===== config.mk =====
export PLATFORM = sky130hd
export DESIGN_NAME = barrel_shifter_pipe
export DESIGN_NICKNAME = d
export VERILOG_FILES = /design/src/rtl/barrel_shifter_pipe.sv
export SDC_FILE = /design/constraint.sdc
export NUM_CORES = 1
export LEC_CHECK = 0
export CAP_MARGIN = 25
export CELL_PAD_IN_SITES_DETAIL_PLACEMENT = 1
export CELL_PAD_IN_SITES_GLOBAL_PLACEMENT = 1
export CORE_UTILIZATION = 30
export DETAILED_ROUTE_END_ITERATION = 10
export GPL_TIMING_DRIVEN = 0
export HOLD_SLACK_MARGIN = 0.08
export PLACE_DENSITY_LB_ADDON = 0.25
export RECOVER_POWER = 50
export REMOVE_ABC_BUFFERS = 1
export SLEW_MARGIN = 20
export SYNTH_ARGS = -nofsm -noshare
export SYNTH_HDL_FRONTEND = slang
export SYNTH_SLANG_ARGS = --single-unit
export TNS_END_PERCENT = 100

===== constraint.sdc =====
create_clock -name clk -period 1.55 [get_ports clk]
set_input_delay 0.31 -clock clk [delete_from_list [all_inputs] [get_ports clk]]
set_output_delay 0.31 -clock clk [all_outputs]
set_load 0.02 [all_outputs]

===== src/rtl/barrel_shifter_pipe.sv =====
// Pipelined log barrel shifter: one registered stage per shift-amount bit, valid/ready on both sides.
// Optional rotate datapath built only when BARREL_SHIFTER_ROTATE_EN is defined (mode 10 = logical otherwise).
module barrel_shifter_pipe #(
    parameter  int WIDTH = 8,
    localparam int SHW   = $clog2(WIDTH)
) (
    input  logic             clk,
    input  logic             rst_n,
    input  logic             in_valid,
    output logic             in_ready,
    input  logic [WIDTH-1:0] x,
    input  logic [SHW-1:0]   n,
    input  logic             izq,
    input  logic [1:0]       mode,
    output logic             out_valid,
    input  logic             out_ready,
    output logic [WIDTH-1:0] y
);

    logic adv;

    function automatic logic [WIDTH-1:0] shift_stage(
        input logic [WIDTH-1:0] a,
        input int               s,
        input logic             l,
        input logic [1:0]       m
    );
        logic [WIDTH-1:0] r;
        if (l)
            r = a << s;
        else if (m == 2'b01)
            r = $signed(a) >>> s;
        else
            r = a >> s;
`ifdef BARREL_SHIFTER_ROTATE_EN
        if (m == 2'b10)
            r = l ? ((a << s) | (a >> (WIDTH - s))) : ((a >> s) | (a << (WIDTH - s)));
`endif
        return r;
    endfunction

    // Every stage moves together; a stalled output freezes the whole pipe.
    for (genvar k = 0; k < SHW; k++) begin : g_stage
        logic [WIDTH-1:0] src_d;
        logic [SHW-1:0]   src_n;
        logic             src_izq;
        logic [1:0]       src_mode;
        logic             src_v;

        logic [WIDTH-1:0] d_q;
        logic [SHW-1:0]   n_q;
        logic             izq_q;
        logic [1:0]       mode_q;
        logic             v_q;

        if (k == 0) begin : g_first
            assign src_d    = x;
            assign src_n    = n;
            assign src_izq  = izq;
            assign src_mode = mode;
            assign src_v    = in_valid;
        end else begin : g_next
            assign src_d    = g_stage[k-1].d_q;
            assign src_n    = g_stage[k-1].n_q;
            assign src_izq  = g_stage[k-1].izq_q;
            assign src_mode = g_stage[k-1].mode_q;
            assign src_v    = g_stage[k-1].v_q;
        end

        always_ff @(posedge clk or negedge rst_n) begin
            if (!rst_n) begin
                d_q    <= '0;
                n_q    <= '0;
                izq_q  <= 1'b0;
                mode_q <= 2'b00;
                v_q    <= 1'b0;
            end else if (adv) begin
                d_q    <= src_n[k] ? shift_stage(src_d, 1 << k, src_izq, src_mode) : src_d;
                n_q    <= src_n;
                izq_q  <= src_izq;
                mode_q <= src_mode;
                v_q    <= src_v;
            end
        end
    end

    assign out_valid = g_stage[SHW-1].v_q;
    assign y         = g_stage[SHW-1].d_q;
    assign adv       = !out_valid || out_ready;
    assign in_ready  = adv;

endmodule


### Yosys cells after proc, flatten, opt, wreduce, memory -nomap -nowiden

Index checks and enable logic that the tools add are counted.

| storage, ports and cells | value |
|---|---|
| register bits after elaboration | 39 |

| cells by class | value |
|---|---|
| reductions and logical operators | 2 |
| mux-type cells | 9 |
| equality and inequality tests | 3 |

Operator list:

| kind | count |
|---|---|
| $mux 8 | 9 |
| $eq 2x1->1 const B | 3 |
| $logic_not 1->1 | 1 |
| $logic_or 1x1->1 | 1 |

### Longest topological paths before layout

Gate-level depths: netlist (run 1).

| logic depth | value |
|---|---|
| word-level depth | 4 |
| gate-level depth with buffers | 6 |

### Worst setup path after synthesis (run 1)

No wires, ideal clock.

| timing | value |
|---|---|
| kind | register to output |
| from | reg g_stage[2].v_q, in the netlist out_valid |
| to | out in_ready |
| stages on the path, launching flop included | 5 |
| data arrival time | 0.931 ns |
| setup slack | 0.309 ns |
| cells stage by stage | dfrtp_1 -> nor2b_4 -> buf_6 -> inv_4 -> buf_4 |

| between the ends | value |
|---|---|
| cells in the longest elaborated chain, start to end | 2 |

RTL lines:

| element | line | text |
|---|---|---|
| from (decl) | 54 | `logic v_q;` |
| from (signal assigned) | 82 | `v_q <= src_v;` |
| $logic_not 1->1 | 89 | `assign adv = !out_valid \|\| out_ready;` |
| $logic_or 1x1->1 | 89 |  |
| to (decl) | 10 | `output logic in_ready,` |

No other way between the ends.

### Worst setup path after layout (run 1)

Ends and elaborated chain as after synthesis.

==> flow_summary.ini, run 1 <==
[run_status]
status = completed

[placed_design]
place_inst = 280
post-place-ws_ns = -1.314
gp_congestion = 0.6917
dp_hpwl_mm = 2.573
io_buffers = 27

[setup_path]
cp.buffers_inverters = 2
path_cells = nor2b_4 > inv_8 > buf_6
crit_path_start_kind = register
cp_max_fo = 16
crit_family = flip-flops
crit_path_top_delay_cell = dfrtp_1
critical_path_class = register to output pin
worstSetupEndpointType = output pin
max_stage_delay_ns = 0.39
worstPathRequired_ns = 1.24
arrival_ns = 1.15

[finish]
drive_above_1_share = 0.08676
area_delta_synth_final_pct = 21.00
antenna_cells_inserted = 0
seqCellArea_um2 = 900.9
final_cells = 294
multi_input_area_um2 = 827.0
fin_util = 0.3765
nets = 236
fill_cells = 723

[sta]
drv_slew = 0
fmax_mhz = 684.7
fin_crit_sh = 0.9422
worstMarginPinSlew_ns = 0.9428
fin_crit_ns = 1.460
worst_slack_ns = 0.08959
setup_viol = 0
slew_headroom = 0.3714
fin_worst_skew_ns = 0.002365
rsz0062_at_grt = no
tns_ns = 0
report.final.hold_viol_count = 0

[routing]
wl_mm = 3.931
drt_iter0_markers = 37
vias = 1411
drcViolationCount = 0
drtAntennaViolNets = 0
wire_per_inst_um = 13.37
drtPass1Iterations = 4
vias_per_cell = 4.799

[power]
p_sw_w = 0.001344
swShare = 0.3718
power.share.clock = 0.189
vdd_drop_max_uv = 510.9
power_density_nw_per_um2 = 1612
p_comb_frac = 0.359
pwr-share-seq = 0.452
power.leakage_nw = 1.052
p_int_w = 0.002270

[logic_synthesis]
synth_seq_cells = 36
synthCells = 191
yosysWarningCount = 0
syn_area_per_cell_um2 = 9.702
synth_seq_area_share = 0.4862
netlist_area_um2 = 1853
yosysUniqueCellTypes = 24

[grt]
grt_max_degree = 23
grt_pass1_wl_mm = 7.127
grt.overflow.total = 0
grt_antenna_before_repair = 0
grt_use_total = 0.1464
grt_pass1_vias = 1467

[hold_path]
min_path_type = register to register

[clock_network]
cts_tree = built
insertion_delay_ns = 0.28
cts-root-buf = clkbuf_8
path_clk_slew_ns = 0.07
cts_buffer_depth = 2
clock-sinks = 36
htreeDepth = 2
cts_buffers = 5

[die]
ios = 28
die_y_um = 80.59
core-area_um2 = 5956
dieArea_um2 = 6495
rows = 28
die_width_um = 80.59
initial_core_util = 0.3111

[job]
max_cap_violations = 0
[per-layer routing]
metal | up-vias | track usage | share of wire
li1 | 708 | - | -
met1 | 669 | 0.1862 | 0.49
met2 | 29 | 0.2424 | 0.47
met3 | 5 | 0.03409 | 0.033
met4 | 0 | 0.04821 | 0.014
met5 | - | 0 | 0
[worst register-to-register path, cell delays in order (launching register included)]
cell	delay [ns]
dfrtp_1	0.39
nor2b_4	0.24
buf_4	0.16
buf_4	0.18
a211oi_1	0.08
a21o_1	0.18
[per-stage QoR]
| step | area, um2 | hold WS (ns) | power [W] |
|---|---|---|---|
| after floorplan | 1719 | 0.01441 | 0.002430 |
| after detailed placement | 2106 | 0.2597 | 0.002993 |
| after CTS | 2232 | 0.4717 | 0.003679 |
| after global placement | 2083 | 0.4398 | 0.002948 |
| after global routing | 2242 | 0.4971 | 0.003949 |
| final | 2242 | 0.4661 | 0.003614 |
[cells in the final DEF (no fill, tap or decap), types with 8 or more instances in the layout]
| master | count |
|---|---|
| dfrtp_1 | 36 |
| nor2_1 | 21 |
| o21ai_0 | 8 |
| a21o_1 | 10 |
| nand2_1 | 47 |
| dlygate4sd2_1 | 10 |
| clkdlybuf4s50_1 | 15 |
| mux2i_1 | 10 |
[worst paths after layout]
check	startpoint	to	slack (ns)	depth (start not counted)
worst min-delay path	g_stage[0].v_q	g_stage[0].v_q	0.47	2
min in group asynchronous	rst_n	y[0]	0.69	2
worst max-delay path	out_valid	in_ready	0.09	3
worst max register to register	out_valid	g_stage[0].d_q[3]	0.21	5
worst min register to register	g_stage[0].v_q	g_stage[0].v_q	0.47	2
max in group asynchronous	rst_n	out_valid	0.24	3
[power by group through the flow]
stage | registers (W) | logic, W | clock network (W)
global route | 0.00171 | 0.00148 | 0.000764
finish | 0.00163 | 0.00130 | 0.000682
floorplan | 0.00172 | 0.000711 | 0
detailed placement | 0.00166 | 0.00133 | 0
CTS | 0.00164 | 0.00131 | 0.000721
global placement | 0.00165 | 0.00130 | 0
[repair_timing]
action                                  in CTS  in global routing
pin swaps                                    0                  0
endpoints found under the setup margin      46                 16
gates resized for setup                     16                  3
buffers inserted                             2                  0
hold buffers                                 1                  0
hold endpoints to repair                    14                  0
cloned                                       3                  0
[registers in the layout, summed over array words and instances (netlist names)]
register        flops
g_stage.d_q        16
g_stage.n_q         3
y                   8
g_stage.v_q         2
out_valid           1
g_stage.izq_q       2
g_stage.mode_q      4
[layout make-up]
class / instances / area share
flip-flops and latches: 36 / 0.4018
repair buffers: 31 / 0.1362
multi-input cells: 140 / 0.3689
repair inverters: 1 / 0.002790
clock buffers: 8 / 0.04018
well taps: 75 / 0.04185
inverters: 3 / 0.008371
[cells by family (layout without fill, tap and decap cells)]
logic type | Yosys count | in the layout | synth area share
DFF | 36 | 36 | 0.4862
AOI/OAI and AO/OA | 42 | 42 | 0.1587
and+or+nand+nor | 86 | 88 | 0.2215
buffers and inverters | 17 | 43 | 0.07968
muxes | 10 | 10 | 0.05402
[synthesized netlist by cell type]
master	instances	area, um2
buf_4	1	7.510
a211oi_2	3	37.54
clkbuf_1	1	3.750
buf_6	10	112.6
nand3b_1	3	22.52
and3_1	7	43.79
nand2_1	47	176.4
inv_1	2	7.510
nand4bb_4	1	27.53
a31oi_1	3	18.77
dfrtp_1	36	900.9
inv_4	1	6.260
mux2i_1	10	100.1
a211oi_1	7	52.55
nand2b_1	2	12.51
nand4bb_1	2	22.52
o21ai_1	7	35.03
nor2_1	21	78.83
o21ai_0	8	40.04
buf_2	2	10.01
a21o_1	10	75.07
nor2b_1	2	12.51
a221oi_1	4	35.03
nor2b_4	1	13.76
No activity file was read; power rests on OpenSTA's default activity.
==> run 2, diff against run 1 <==
Settings changed: ABC_CLOCK_PERIOD_IN_PS from default to 1550, TNS_END_PERCENT 100 to default.
==> results of run 2 <==
The final DEF is identical to that of run 1; final timing and power are the same.
==> run 3, diff against run 2 <==
Settings changed: CORE_ASPECT_RATIO from default to 0.8.
==> flow_summary.ini, run 3 (synthesis gave the netlist of run 1 again) <==
[setup_path]
r2r_cells = 4
crit_end = in_ready
cp_max_fo = 16
worstPathRequired_ns = 1.24
crit_path_start_kind = register
worstSetupEndpointType = output pin
startpoint = out_valid
worstReg2RegStart = out_valid
worst_r2r_endpoint = g_stage[0].d_q[0]
arrival_ns = 1.12
r2r_slack_ns = 0.18
critical_path_class = register to output pin

[clock_network]
cts_buffer_depth = 2
insertion_delay_ns = 0.29
htreeDepth = 2
cts_buffers = 5
cts_tree = built
clock-sinks = 36
path_clk_slew_ns = 0.06
cts-root-buf = clkbuf_8

[hold_path]
min_path_type = register to register

[power]
power_density_nw_per_um2 = 1641
power.leakage_nw = 1.044
vdd_drop_max_uv = 367.3
total_power_w = 0.003649

[grt]
busiest_layer = met2
grt_pass1_vias = 1494
grt_pass1_wl_mm = 7.590
use_met2 = 0.2444
grt_use_met3 = 0.03669
grt_max_degree = 22
use_met1 = 0.1968
grt_use_total = 0.1486
grt.overflow.total = 0
grt_antenna_before_repair = 0

[routing]
vias_per_cell = 4.724
wire_per_inst_um = 14.16
drt_iter0_markers = 29
wl_mm = 4.262
drtPass1Iterations = 4
drtAntennaViolNets = 0
drcViolationCount = 0
vias = 1422

[die]
core-area_um2 = 5943
dieArea_um2 = 6497
ios = 28
die_width_um = 89.87
die_y_um = 72.30
rows = 25
initial_core_util = 0.3118

[sta]
worst_slack_ns = 0.1158
report.final.hold_viol_count = 0
drv_slew = 0
holdWs_ns = 0.4621
worstMarginPinSlew_ns = 0.5642
setup_viol = 0
rsz0062_at_grt = no
fin_crit_sh = 0.9253
fmax_mhz = 697.3
slew_headroom = 0.6235
fin_crit_ns = 1.434
fin_worst_skew_ns = 0.008783

[placed_design]
place_area_um2 = 2113
dp_hpwl_mm = 2.632
post-place-ws_ns = -1.322
io_buffers = 27
gp_congestion = 0.6905

[finish]
final_cell_mix = nand2_1, dfrtp_1, nor2_1
final_common_cell = nand2_1
nets = 237
drive_above_1_share = 0.08636
antenna_cells_inserted = 0
regMostFlops = g_stage.d_q
largest_reg_flops = 16
final_area_um2 = 2223
area_delta_synth_final_pct = 19.99

[run_status]
status = completed

[job]
max_cap_violations = 0
run 3: layer usage:
layer / part of all wire / up-vias
met3: 0.037 / 5
li1: - / 711
met4: 0.014 / 0
met2: 0.45 / 28
met1: 0.50 / 678
met5: 0 / -
run 3: cell type report:
class / count / area [um2]
fill: 704 / 3720
sequential: 36 / 900.9
multi-input combinational: 140 / 827.0
timing repair buffer: 32 / 281.5
tap: 81 / 101.3
clock buffer: 8 / 90.09
inverter: 3 / 18.77
timing repair inverter: 1 / 3.754
run 3: power by group:
part | total (W) | leakage, nW | internal, W | switching [W]
logic | 0.00131 | 0.569 | 0.000599 | 0.000713
clock network | 0.000696 | 0.0455 | 0.000363 | 0.000333
registers | 0.00164 | 0.430 | 0.00130 | 0.000340
run 3: what timing repair did:
| item | CTS | global route |
|---|---|---|
| hold buffers | 1 | 0 |
| cloned | 3 | 0 |
| endpoints found under the setup margin | 46 | 22 |
| hold endpoints to repair | 17 | 0 |
| resized for setup | 16 | 1 |
| pin swaps | 0 | 0 |
| buffers inserted | 2 | 1 |
run 3: per-stage QoR:
stage,std cells,util,TNS [ns]
3_3_place_gp,285,0.3518,-49.12
2_1_floorplan,177,-,-1.737
6_report,301,0.3741,0
5_1_grt,301,0.3741,0
3_5_place_dp,286,0.3556,-24.91
4_1_cts,300,0.3768,0
run 3: critical path: stages (launching register included):
cell and delay, ns:
dfrtp_1 0.36, nor2b_4 0.23, inv_8 0.08, buf_2 0.17
run 3: worst min path at each step:
stage | startpoint | to | slack [ns] | cells past startpoint
global placement | g_stage[1].v_q | g_stage[1].v_q | 0.44 | 2
detailed placement | rst_n | y[4] | 0.29 | 1
finish | g_stage[1].v_q | g_stage[1].v_q | 0.46 | 2
floorplan | rst_n | g_stage[0].d_q[0] | 0.01 | 0
global route | g_stage[0].n_q[2] | g_stage[0].n_q[2] | 0.51 | 2
CTS | g_stage[1].v_q | g_stage[1].v_q | 0.47 | 2
